--- config.mk ---
export PLATFORM = sky130hd
export DESIGN_NAME = mt9v032_sync_decoder_flat
export DESIGN_NICKNAME = d
export VERILOG_FILES = /design/src/rtl/mt9v032_sync_decoder_if.sv /design/src/rtl/mt9v032_sync_decoder.sv /design/src/flat_wrapper.sv
export SDC_FILE = /design/constraint.sdc
export NUM_CORES = 1
export LEC_CHECK = 0
export CORE_UTILIZATION = 28
export CTS_CLUSTER_SIZE = 16
export DETAILED_ROUTE_END_ITERATION = 7
export PLACE_DENSITY = 0.53
export REMOVE_ABC_BUFFERS = 1
export SLEW_MARGIN = 40
export SYNTH_ARGS = -nofsm -noshare
export SYNTH_HDL_FRONTEND = slang
export SYNTH_SLANG_ARGS = --single-unit
--- constraint.sdc ---
create_clock -name clk -period 4.9 [get_ports clk]
set_clock_uncertainty 0.05 [all_clocks]
set_input_delay 0.98 -clock clk [delete_from_list [all_inputs] [get_ports clk]]
set_output_delay 0.98 -clock clk [all_outputs]
set_load 0.05 [all_outputs]
--- src/rtl/mt9v032_sync_decoder_if.sv ---
// Bit-stream input and decoded video timing/pixel outputs of mt9v032_sync_decoder.
// Defining MT9V032_DEC_STATS_EN adds the frame/error statistics signals.
interface mt9v032_sync_decoder_if #(
    parameter int XW = 10,
    parameter int YW = 10
);
    logic          bit_in;
    logic          bit_valid;
    logic          locked;
    logic          frame_valid;
    logic          line_valid;
    logic          px_valid;
    logic [9:0]    px_data;
    logic [XW-1:0] px_x;
    logic [YW-1:0] px_y;
    logic          sof;
    logic          eol;
    logic          eof;
    logic          sync_err;
`ifdef MT9V032_DEC_STATS_EN
    logic [15:0]   frame_cnt;
    logic [15:0]   ferr_cnt;
    logic [XW-1:0] last_line_len;

    modport master (
        output bit_in, bit_valid,
        input  locked, frame_valid, line_valid,
        input  px_valid, px_data, px_x, px_y,
        input  sof, eol, eof, sync_err,
        input  frame_cnt, ferr_cnt, last_line_len
    );

    modport slave (
        input  bit_in, bit_valid,
        output locked, frame_valid, line_valid,
        output px_valid, px_data, px_x, px_y,
        output sof, eol, eof, sync_err,
        output frame_cnt, ferr_cnt, last_line_len
    );
`else
    modport master (
        output bit_in, bit_valid,
        input  locked, frame_valid, line_valid,
        input  px_valid, px_data, px_x, px_y,
        input  sof, eol, eof, sync_err
    );

    modport slave (
        input  bit_in, bit_valid,
        output locked, frame_valid, line_valid,
        output px_valid, px_data, px_x, px_y,
        output sof, eol, eof, sync_err
    );
`endif
endinterface

--- src/rtl/mt9v032_sync_decoder.sv ---
// MT9V032/MT9V034 embedded-sync receiver: word alignment, sync decode, pixel x/y.
// Define MT9V032_DEC_STATS_EN to add frame_cnt, ferr_cnt and last_line_len.
module mt9v032_sync_decoder #(
    parameter int LOCK_WORDS = 4,
    parameter int LOSS_WORDS = 2,
    parameter int XW         = 10,
    parameter int YW         = 10
) (
    input  logic                  clk,
    input  logic                  rst,
    mt9v032_sync_decoder_if.slave bus
);

    typedef enum logic [1:0] {
        HUNT   = 2'd0,
        VERIFY = 2'd1,
        LOCKED = 2'd2
    } state_t;

    localparam logic [9:0] W_LS    = 10'd1;
    localparam logic [9:0] W_LE    = 10'd2;
    localparam logic [9:0] W_FE    = 10'd3;
    localparam logic [9:0] W_FS_HI = 10'd1023;
    localparam logic [9:0] W_FS_LO = 10'd0;

    state_t        state;
    state_t        state_n;
    logic [10:0]   sr;
    logic [11:0]   sr_n;
    logic [3:0]    phase;
    logic [3:0]    phase_n;
    logic [7:0]    good_cnt;
    logic [7:0]    good_cnt_n;
    logic [7:0]    bad_cnt;
    logic [7:0]    bad_cnt_n;

    logic          cand;
    logic [9:0]    word;
    logic          at_word;
    logic          take;
    logic          bad_lk;
    logic          lose;

    logic          fv;
    logic          fv_n;
    logic          lv;
    logic          lv_n;
    logic          pxv;
    logic          pxv_n;
    logic [9:0]    pxd;
    logic [9:0]    pxd_n;
    logic [XW-1:0] pxx;
    logic [XW-1:0] pxx_n;
    logic [XW-1:0] col;
    logic [XW-1:0] col_n;
    logic [YW-1:0] pxy;
    logic [YW-1:0] pxy_n;
    logic          sof_q;
    logic          sof_n;
    logic          eol_q;
    logic          eol_n;
    logic          eof_q;
    logic          eof_n;
    logic          err_q;
    logic          err_n;
    logic [9:0]    h1;
    logic [9:0]    h1_n;
    logic [9:0]    h2;
    logic [9:0]    h2_n;
    logic [1:0]    hv;
    logic [1:0]    hv_n;

    logic          fe_hit;
    logic          fs_hit;
    logic          ls_hit;
    logic          orphan;

    // sr keeps only the upper 11 bits; sr_n is the full window after this bit
    assign sr_n    = {bus.bit_in, sr};
    assign cand    = sr_n[0] & ~sr_n[11];
    assign word    = sr_n[10:1];
    assign at_word = bus.bit_valid && (state != HUNT) && (phase == 4'd11);
    assign take    = at_word && (state == LOCKED) && cand;
    assign bad_lk  = at_word && (state == LOCKED) && !cand;
    assign lose    = bad_lk && ((bad_cnt + 8'd1) == 8'(LOSS_WORDS));

    always_ff @(posedge clk or posedge rst) begin
        if (rst) begin
            state    <= HUNT;
            sr       <= '0;
            phase    <= '0;
            good_cnt <= '0;
            bad_cnt  <= '0;
        end else begin
            state    <= state_n;
            phase    <= phase_n;
            good_cnt <= good_cnt_n;
            bad_cnt  <= bad_cnt_n;
            if (bus.bit_valid) begin
                sr <= sr_n[11:1];
            end
        end
    end

    always_comb begin
        state_n    = state;
        phase_n    = phase;
        good_cnt_n = good_cnt;
        bad_cnt_n  = bad_cnt;
        if (bus.bit_valid) begin
            unique case (state)
                HUNT: begin
                    if (cand) begin
                        state_n    = VERIFY;
                        phase_n    = '0;
                        good_cnt_n = 8'd1;
                    end
                end
                VERIFY: begin
                    if (phase == 4'd11) begin
                        phase_n = '0;
                        if (cand) begin
                            good_cnt_n = good_cnt + 8'd1;
                            if (good_cnt_n == 8'(LOCK_WORDS)) begin
                                state_n   = LOCKED;
                                bad_cnt_n = '0;
                            end
                        end else begin
                            state_n = HUNT;
                        end
                    end else begin
                        phase_n = phase + 4'd1;
                    end
                end
                LOCKED: begin
                    if (phase == 4'd11) begin
                        phase_n = '0;
                        if (cand) begin
                            bad_cnt_n = '0;
                        end else begin
                            bad_cnt_n = bad_cnt + 8'd1;
                            if (lose) begin
                                state_n = HUNT;
                            end
                        end
                    end else begin
                        phase_n = phase + 4'd1;
                    end
                end
                default: state_n = HUNT;
            endcase
        end
    end

    assign fs_hit = (hv == 2'b11) && (h2 == W_FS_HI) &&
                    (h1 == W_FS_LO) && (word == W_FS_HI);
    assign fe_hit = (word == W_FE) && fv;
    assign ls_hit = (word == W_LS) && fv;
    assign orphan = ((word == W_LS) || (word == W_FE)) && !fv;

    always_comb begin
        fv_n  = fv;
        lv_n  = lv;
        pxd_n = pxd;
        pxx_n = pxx;
        pxy_n = pxy;
        col_n = col;
        h1_n  = h1;
        h2_n  = h2;
        hv_n  = hv;
        pxv_n = 1'b0;
        sof_n = 1'b0;
        eol_n = 1'b0;
        eof_n = 1'b0;
        err_n = 1'b0;
        if (bad_lk) begin
            hv_n = 2'b00;
        end
        if (lose && (fv || lv)) begin
            fv_n  = 1'b0;
            lv_n  = 1'b0;
            err_n = 1'b1;
        end
        if (take) begin
            h1_n = word;
            h2_n = h1;
            hv_n = {hv[0], 1'b1};
            if (lv) begin
                if (word == W_LE) begin
                    lv_n  = 1'b0;
                    eol_n = 1'b1;
                    pxy_n = pxy + YW'(1);
                end else begin
                    pxv_n = 1'b1;
                    pxd_n = word;
                    pxx_n = col;
                    col_n = col + XW'(1);
                end
            end else begin
                // a restart inside a frame reports both the new sof and the error
                unique case (1'b1)
                    fe_hit: begin
                        fv_n  = 1'b0;
                        eof_n = 1'b1;
                    end
                    fs_hit: begin
                        fv_n  = 1'b1;
                        sof_n = 1'b1;
                        err_n = fv;
                        pxy_n = '0;
                    end
                    ls_hit: begin
                        lv_n  = 1'b1;
                        pxx_n = '0;
                        col_n = '0;
                    end
                    orphan: begin
                        err_n = 1'b1;
                    end
                    default: begin
                    end
                endcase
            end
        end
    end

    always_ff @(posedge clk or posedge rst) begin
        if (rst) begin
            fv    <= 1'b0;
            lv    <= 1'b0;
            pxv   <= 1'b0;
            pxd   <= '0;
            pxx   <= '0;
            pxy   <= '0;
            col   <= '0;
            sof_q <= 1'b0;
            eol_q <= 1'b0;
            eof_q <= 1'b0;
            err_q <= 1'b0;
            h1    <= '0;
            h2    <= '0;
            hv    <= 2'b00;
        end else begin
            fv    <= fv_n;
            lv    <= lv_n;
            pxv   <= pxv_n;
            pxd   <= pxd_n;
            pxx   <= pxx_n;
            pxy   <= pxy_n;
            col   <= col_n;
            sof_q <= sof_n;
            eol_q <= eol_n;
            eof_q <= eof_n;
            err_q <= err_n;
            h1    <= h1_n;
            h2    <= h2_n;
            hv    <= hv_n;
        end
    end

    assign bus.locked      = (state == LOCKED);
    assign bus.frame_valid = fv;
    assign bus.line_valid  = lv;
    assign bus.px_valid    = pxv;
    assign bus.px_data     = pxd;
    assign bus.px_x        = pxx;
    assign bus.px_y        = pxy;
    assign bus.sof         = sof_q;
    assign bus.eol         = eol_q;
    assign bus.eof         = eof_q;
    assign bus.sync_err    = err_q;

`ifdef MT9V032_DEC_STATS_EN
    logic [15:0]   frame_cnt;
    logic [15:0]   ferr_cnt;
    logic [XW-1:0] line_len;

    always_ff @(posedge clk or posedge rst) begin
        if (rst) begin
            frame_cnt <= '0;
            ferr_cnt  <= '0;
            line_len  <= '0;
        end else begin
            if (eof_n) begin
                frame_cnt <= frame_cnt + 16'd1;
            end
            if (bad_lk && (ferr_cnt != 16'hFFFF)) begin
                ferr_cnt <= ferr_cnt + 16'd1;
            end
            if (eol_n) begin
                line_len <= pxx + XW'(1);
            end
        end
    end

    assign bus.frame_cnt     = frame_cnt;
    assign bus.ferr_cnt      = ferr_cnt;
    assign bus.last_line_len = line_len;
`endif

endmodule
--- src/flat_wrapper.sv ---
// flat-port wrapper written by rule: the top's interface ports become plain ports
module mt9v032_sync_decoder_flat 
#(
    parameter int LOCK_WORDS = 4,
    parameter int LOSS_WORDS = 2,
    parameter int XW         = 10,
    parameter int YW         = 10
)
  (clk, rst, bus_bit_in, bus_bit_valid, bus_locked, bus_frame_valid, bus_line_valid, bus_px_valid, bus_px_data, bus_px_x, bus_px_y, bus_sof, bus_eol, bus_eof, bus_sync_err);
  mt9v032_sync_decoder_if #(.XW(XW), .YW(YW)) bus_i ();
  input  logic clk;
  input  logic rst;
  input wire logic [$bits(bus_i.bit_in)-1:0] bus_bit_in;
  input wire logic [$bits(bus_i.bit_valid)-1:0] bus_bit_valid;
  output wire logic [$bits(bus_i.locked)-1:0] bus_locked;
  output wire logic [$bits(bus_i.frame_valid)-1:0] bus_frame_valid;
  output wire logic [$bits(bus_i.line_valid)-1:0] bus_line_valid;
  output wire logic [$bits(bus_i.px_valid)-1:0] bus_px_valid;
  output wire logic [$bits(bus_i.px_data)-1:0] bus_px_data;
  output wire logic [$bits(bus_i.px_x)-1:0] bus_px_x;
  output wire logic [$bits(bus_i.px_y)-1:0] bus_px_y;
  output wire logic [$bits(bus_i.sof)-1:0] bus_sof;
  output wire logic [$bits(bus_i.eol)-1:0] bus_eol;
  output wire logic [$bits(bus_i.eof)-1:0] bus_eof;
  output wire logic [$bits(bus_i.sync_err)-1:0] bus_sync_err;
  assign bus_i.bit_in = bus_bit_in;
  assign bus_i.bit_valid = bus_bit_valid;
  assign bus_locked = bus_i.locked;
  assign bus_frame_valid = bus_i.frame_valid;
  assign bus_line_valid = bus_i.line_valid;
  assign bus_px_valid = bus_i.px_valid;
  assign bus_px_data = bus_i.px_data;
  assign bus_px_x = bus_i.px_x;
  assign bus_px_y = bus_i.px_y;
  assign bus_sof = bus_i.sof;
  assign bus_eol = bus_i.eol;
  assign bus_eof = bus_i.eof;
  assign bus_sync_err = bus_i.sync_err;
  mt9v032_sync_decoder #(.LOCK_WORDS(LOCK_WORDS), .LOSS_WORDS(LOSS_WORDS), .XW(XW), .YW(YW)) u_core (.clk(clk), .rst(rst), .bus(bus_i));
endmodule
Word-level counts from Yosys, hierarchy flattened
Cells that the tools add are included.
Word-level totals
  output and inout bits: 38
  input port bits: 4
  bits in writable memories: 0
  bits in read-only memories: 0
  memories kept: 0
  latch bits: 0
  bits in registers: 102
  logic and storage cells: 138
Cells by class
  order comparisons: 0
  multiply operators: 0
  reduce and logical (&&, ||, !) cells: 34
  equal/unequal tests: 21
  shifts and indexed selects: 0
  add/subtract/negate cells: 5
  bitwise gates (word level): 3
  divide/modulo/power cells: 0
  mux-type cells: 56
Operator list (count)
  two-way mux 10 bit: 8
  two-way mux 8 bit: 8
  one-hot mux 8 bit (2 select lines): 2
  two-way mux 1 bit: 23
  adder 10 x 1 -> 10 bit (second input constant): 2
  equality test 10 bit (second input constant): 2
  equality test 10 x 2 -> 1 bit (second input constant): 2
  two-way mux 2 bit: 9
  adder 8 x 1 -> 8 bit (second input constant): 2
  nonzero test 2 bit: 7
  logical AND 1 bit: 13
  != test 2 x 1 -> 1 bit (second input constant): 6
  AND reduction 3 bit: 4
  equality test 10 x 1 -> 1 bit (second input constant): 1
  zero test 10 bit: 1
  equality test 8 x 2 -> 1 bit (second input constant): 1
  equality test 8 x 3 -> 1 bit (second input constant): 1
  two-way mux 4 bit: 2
  one-hot mux 4 bit (2 select lines): 1
  AND reduction 7 bit: 1
  != test 2 bit (second input constant): 3
  one-hot mux 2 bit (3 select lines): 1
  AND reduction 6 bit: 1
  AND reduction 5 bit: 1
  12 further kinds: 17

Logic depth before layout (Yosys ltp)
  word-level depth: 11
  mapped depth: 9
  mapped depth without buffers: 8

Worst setup path after synthesis
No wires, ideal clock.
  path kind: input to register
  from: in bus_bit_valid
  to: reg u_core.col[0]
  cell stages on the path: 8
  slack: 2.244 ns
  required time: 4.725 ns
  setup time: 0.125 ns
  path buffers: 3
  data arrival time: 2.482 ns
  cell sequence: buf_2 > nand3b_1 > or3_1 > buf_2 > nor4_2 > buf_2 > nor2_1 > mux2_2
On the way
  word-level cells in the longest chain between the ends: 5
Ends and longest elaborated chain
  from (decl): RTL line flat_wrapper.sv:14  | input wire logic [$bits(bus_i.bit_valid)-1:0] bus_bit_valid;
  logical AND 1 bit (2 in a row): RTL line mt9v032_sync_decoder.sv:82  | assign at_word = bus.bit_valid && (state != HUNT) && (phase == 4'd11);
  logical AND 1 bit (2 in a row): RTL line mt9v032_sync_decoder.sv:83  | assign take = at_word && (state == LOCKED) && cand;
  AND reduction 3 bit (no line)
  to (signal assigned): RTL line mt9v032_sync_decoder.sv:250  | col <= col_n;
  to (decl): RTL line mt9v032_sync_decoder.sv:54  | logic [XW-1:0] col;
Every way passes these cells.
A chain may end at the register's enable or synchronous reset.

Worst setup path after layout
  from: in bus_bit_in
  to: reg u_core.col[0]
On the way
  word-level cells in the longest chain between the ends: 4
Ends and longest elaborated chain
  from (decl): RTL line flat_wrapper.sv:13  | input wire logic [$bits(bus_i.bit_in)-1:0] bus_bit_in;
  inverter 1 bit: RTL line mt9v032_sync_decoder.sv:80  | assign cand = sr_n[0] & ~sr_n[11];
  AND 1 bit: RTL line mt9v032_sync_decoder.sv:80
  logical AND 1 bit: RTL line mt9v032_sync_decoder.sv:83
  AND reduction 3 bit (no line)
Every way passes these cells.

==> results.py <==
metrics = {
    "run_status": {
        "status": "finished clean",
    },
    "yosys": {
        "avgSynthCellArea_um2": 9.71,
        "syn_area_um2": 4980,
        "ys_seq_area_share_pct": 51.2,
        "synth-edff-count": 0,
        "yosys_register_bits": 102,
        "yosys_most_used_dff": "dfrtp_1",
        "synthArstFlopShare_pct": 100,
        "synth_cells": 513,
        "yosys_warnings": 0,
        "ys_types": 62,
    },
    "drt": {
        "drc": 0,
        "routedWlPerCell_um": 14.3,
        "avgViaCountPerCell": 4.90,
        "wl_mm": 11.1,
        "drt_pass1_iterations": 4,
        "drt_iter0_markers": 284,
        "vias": 3818,
        "drtAntennaViolNets": 0,
    },
    "place": {
        "port_buffers": 41,
        "hpwlAfterDp_mm": 7.71,
        "place_congestion": 0.747,
    },
    "clock_tree": {
        "cts_sinks": 102,
        "numCtsBuffers": 9,
        "cts_tree": "done",
        "root_buffer": "clkbuf_16",
        "cts.repair.resized": 0,
        "post-cts-setup-buffers": 0,
        "cts-hold-fix-buffers": 0,
        "cts_max_level": 3,
        "path_clk_slew_ns": 0.07,
        "insertion_delay_ns": 0.35,
        "clk_path_buf_depth": 2,
    },
    "setup_path": {
        "crit_fanout": 23,
        "crit_path_end_kind": "flop",
        "critPathBufInv": 2,
        "required_ns": 5.09,
        "reg2reg_to": "u_core.col[0]",
        "rrSetupSlack_ns": 1.50,
        "start_kind": "primary input",
        "slowest_delay_ns": 0.71,
        "r2r_cells": 8,
        "critPathKind": "in2reg",
        "cp_top_family": "simple AND/OR/NAND/NOR gates",
        "cp_slowest_cell": "inv_1",
        "arrival_ns": 3.80,
        "cp_cell_sequence": "clkdlybuf4s50_1, nand2b_4, nor4_4, nand2_1, inv_1, nor2_1, mux2_2",
        "timing.rr.start": "u_core.state[0]",
    },
    "grt": {
        "antenna_found_initial": 0,
        "grt_max_degree": 44,
        "grt_pass1_wl_mm": 18.9,
        "grt_pass1_vias": 3687,
        "grt_use_total_pct": 13.1,
        "gr-total-overflow": 0,
    },
    "timing": {
        "worst_slew_margin_rel_pct": 51.7,
        "period_share_pct": 73.7,
        "fin_crit_ns": 3.61,
        "tns_ns": 0,
        "final-hold-violation-count": 0,
        "timing.fmax_mhz": 277,
        "finalMaxSlewViolations": 0,
        "whs_ns": 0.423,
        "tightest_slew_ns": 0.722,
        "rsz0062_at_grt": "no",
        "final-setup-viol-count": 0,
    },
    "floorplanning": {
        "start_util_pct": 28.7,
        "core.rowCount": 48,
        "die-area_um2": 18300,
        "dieHeight_um": 135,
        "core_um2": 17400,
        "io_pins": 42,
        "die_w_um": 135,
    },
    "job": {
        "drv_cap": 0,
    },
    "pwr": {
        "p_total_mw": 2.09,
        "power.leakage_nw": 2.69,
        "p_per_area_nw_per_um2": 349,
        "ir_drop_mv": 0.197,
    },
    "layout": {
        "finalCoreUtilization_pct": 34.4,
        "area_delta_synth_final_pct": 19.9,
        "drive_gt1_share_pct": 10.6,
        "nNetsFinal": 563,
        "diodes": 0,
        "nFillCells": 1741,
    },
    "worst_hold_path": {
        "whs_path_depth": 2,
        "worstHoldEndpoint": "u_core.h2[8]",
        "hold_path.startpoint": "u_core.h2[8]",
        "hold_class": "reg2reg",
    },
}
[synth_stat cells (all sizes together), types with 2 or more instances]
master | n | area [um^2]
a2111o | 2 | 22.5
a21boi | 2 | 15.0
a21o | 5 | 38.8
a21oi | 9 | 45.0
a22o | 8 | 70.1
a32o | 2 | 20.0
and3 | 6 | 37.5
and3b | 2 | 17.5
and4 | 3 | 28.8
and4b | 3 | 30.0
buf | 11 | 62.6
clkbuf | 12 | 45.0
dfrtp | 102 | 2550
ha | 10 | 125
inv | 11 | 41.3
mux2 | 14 | 158
nand2 | 142 | 533
nand2b | 7 | 51.3
nand3 | 22 | 110
nand3b | 2 | 27.5
nand4 | 12 | 81.3
nor2 | 20 | 75.1
nor2b | 4 | 25.0
nor3 | 11 | 66.3
nor4 | 9 | 115
nor4bb | 3 | 30.0
o21ai | 29 | 145
o22ai | 2 | 12.5
o31ai | 7 | 52.6
o32ai | 2 | 25.0
or2 | 3 | 18.8
or3 | 5 | 31.3
or4 | 5 | 41.3
xnor2 | 11 | 96.3
xor2 | 2 | 17.5
[layout by cell type, fill, tap and decap left out, types with 3 or more instances in the layout]
cell / Yosys / routed
nand2_1: 142 / 142
dfrtp_1: 102 / 102
clkdlybuf4s50_1: 0 / 41
o21ai_0: 29 / 29
nand3_1: 22 / 22
nor2_1: 20 / 20
mux2_2: 14 / 14
nand4_1: 11 / 11
xnor2_1: 11 / 11
inv_1: 11 / 10
nor3_1: 10 / 10
ha_1: 10 / 10
a21oi_1: 9 / 9
clkbuf_16: 0 / 9
a22o_1: 8 / 8
o31ai_1: 7 / 7
nor4_2: 7 / 6
and3_1: 6 / 6
nand2b_1: 6 / 6
buf_4: 1 / 6
nor2b_1: 4 / 4
or3_1: 5 / 4
or4_1: 4 / 4
a21o_1: 4 / 4
and4b_1: 3 / 3
nor4bb_1: 3 / 3
bufinv_16: 0 / 3
[final cells by class]
type | count | area, um^2 | share of cell area, %
Sequential cell | 102 | 2550 | 42.7
Tap cell | 225 | 282 | 4.71
Timing Repair Buffer | 48 | 460 | 7.71
Multi-Input combinational cell | 377 | 2290 | 38.3
Clock buffer | 9 | 225 | 3.77
Inverter | 11 | 43.8 | 0.733
Clock inverter | 7 | 120 | 2.01
[where the power goes]
part / switching (mW) / internal, mW / leakage, nW
registers: 0.101 / 0.895 / 1.38
logic: 0.146 / 0.114 / 1.14
clock network: 0.329 / 0.502 / 0.166
[layer usage]
metal | wire length [um] | track usage [%] | vias to the layer above
li1 | - | - | 1867
met1 | 5340 | 18.0 | 1882
met2 | 5290 | 20.5 | 57
met3 | 306 | 2.17 | 12
met4 | 182 | 4.87 | 0
met5 | 0 | 0 | -
[sequential cells by signal (all words and copies together) (netlist names), 8 cells and up]
name,flops
u_core.bus.px_x,10
u_core.col,10
u_core.good_cnt,8
u_core.h2,10
u_core.sr,11
u_core.bad_cnt,8
u_core.h1,10
u_core.bus.px_y,10
u_core.bus.px_data,10
[through the flow]
stage	cells	area [um^2]	worst slack, ns
after floorplan	490	4870	1.19
after global placement	762	5610	0.953
after detailed placement	763	5620	0.872
after CTS	779	5960	1.26
after global routing	779	5970	0.951
final	779	5970	1.29
[worst max-delay path by stage]
stage | from | endpoint | slack [ns] | cells after the start
2_1_floorplan | rst | u_core.bad_cnt[0] | 1.19 | 1
3_3_place_gp | bus_bit_in | u_core.col[0] | 0.95 | 7
3_5_place_dp | bus_bit_in | u_core.col[0] | 0.87 | 7
4_1_cts | bus_bit_in | u_core.col[0] | 1.26 | 7
5_1_grt | bus_bit_in | u_core.col[0] | 0.95 | 7
6_report | bus_bit_in | u_core.col[0] | 1.29 | 7
[cell families after synthesis]
| logic type | count (synthesis) | synth area share, % |
|---|---|---|
| AND/OR/NAND/NOR | 261 | 26.8 |
| flip-flops | 102 | 51.2 |
| AO/OA/AOI/OAI | 78 | 10.8 |
| buffers and inverters | 34 | 2.99 |
| multiplexers | 15 | 3.37 |
| XOR/XNOR | 13 | 2.29 |
| adder cells (fa/ha/maj) | 10 | 2.51 |
[worst min-delay path: stages (launching register included)]
cell,delay (ns)
dfrtp_1,0.34
nand2_1,0.05
nand2_1,0.05
(Power assumes the default switching activity.)
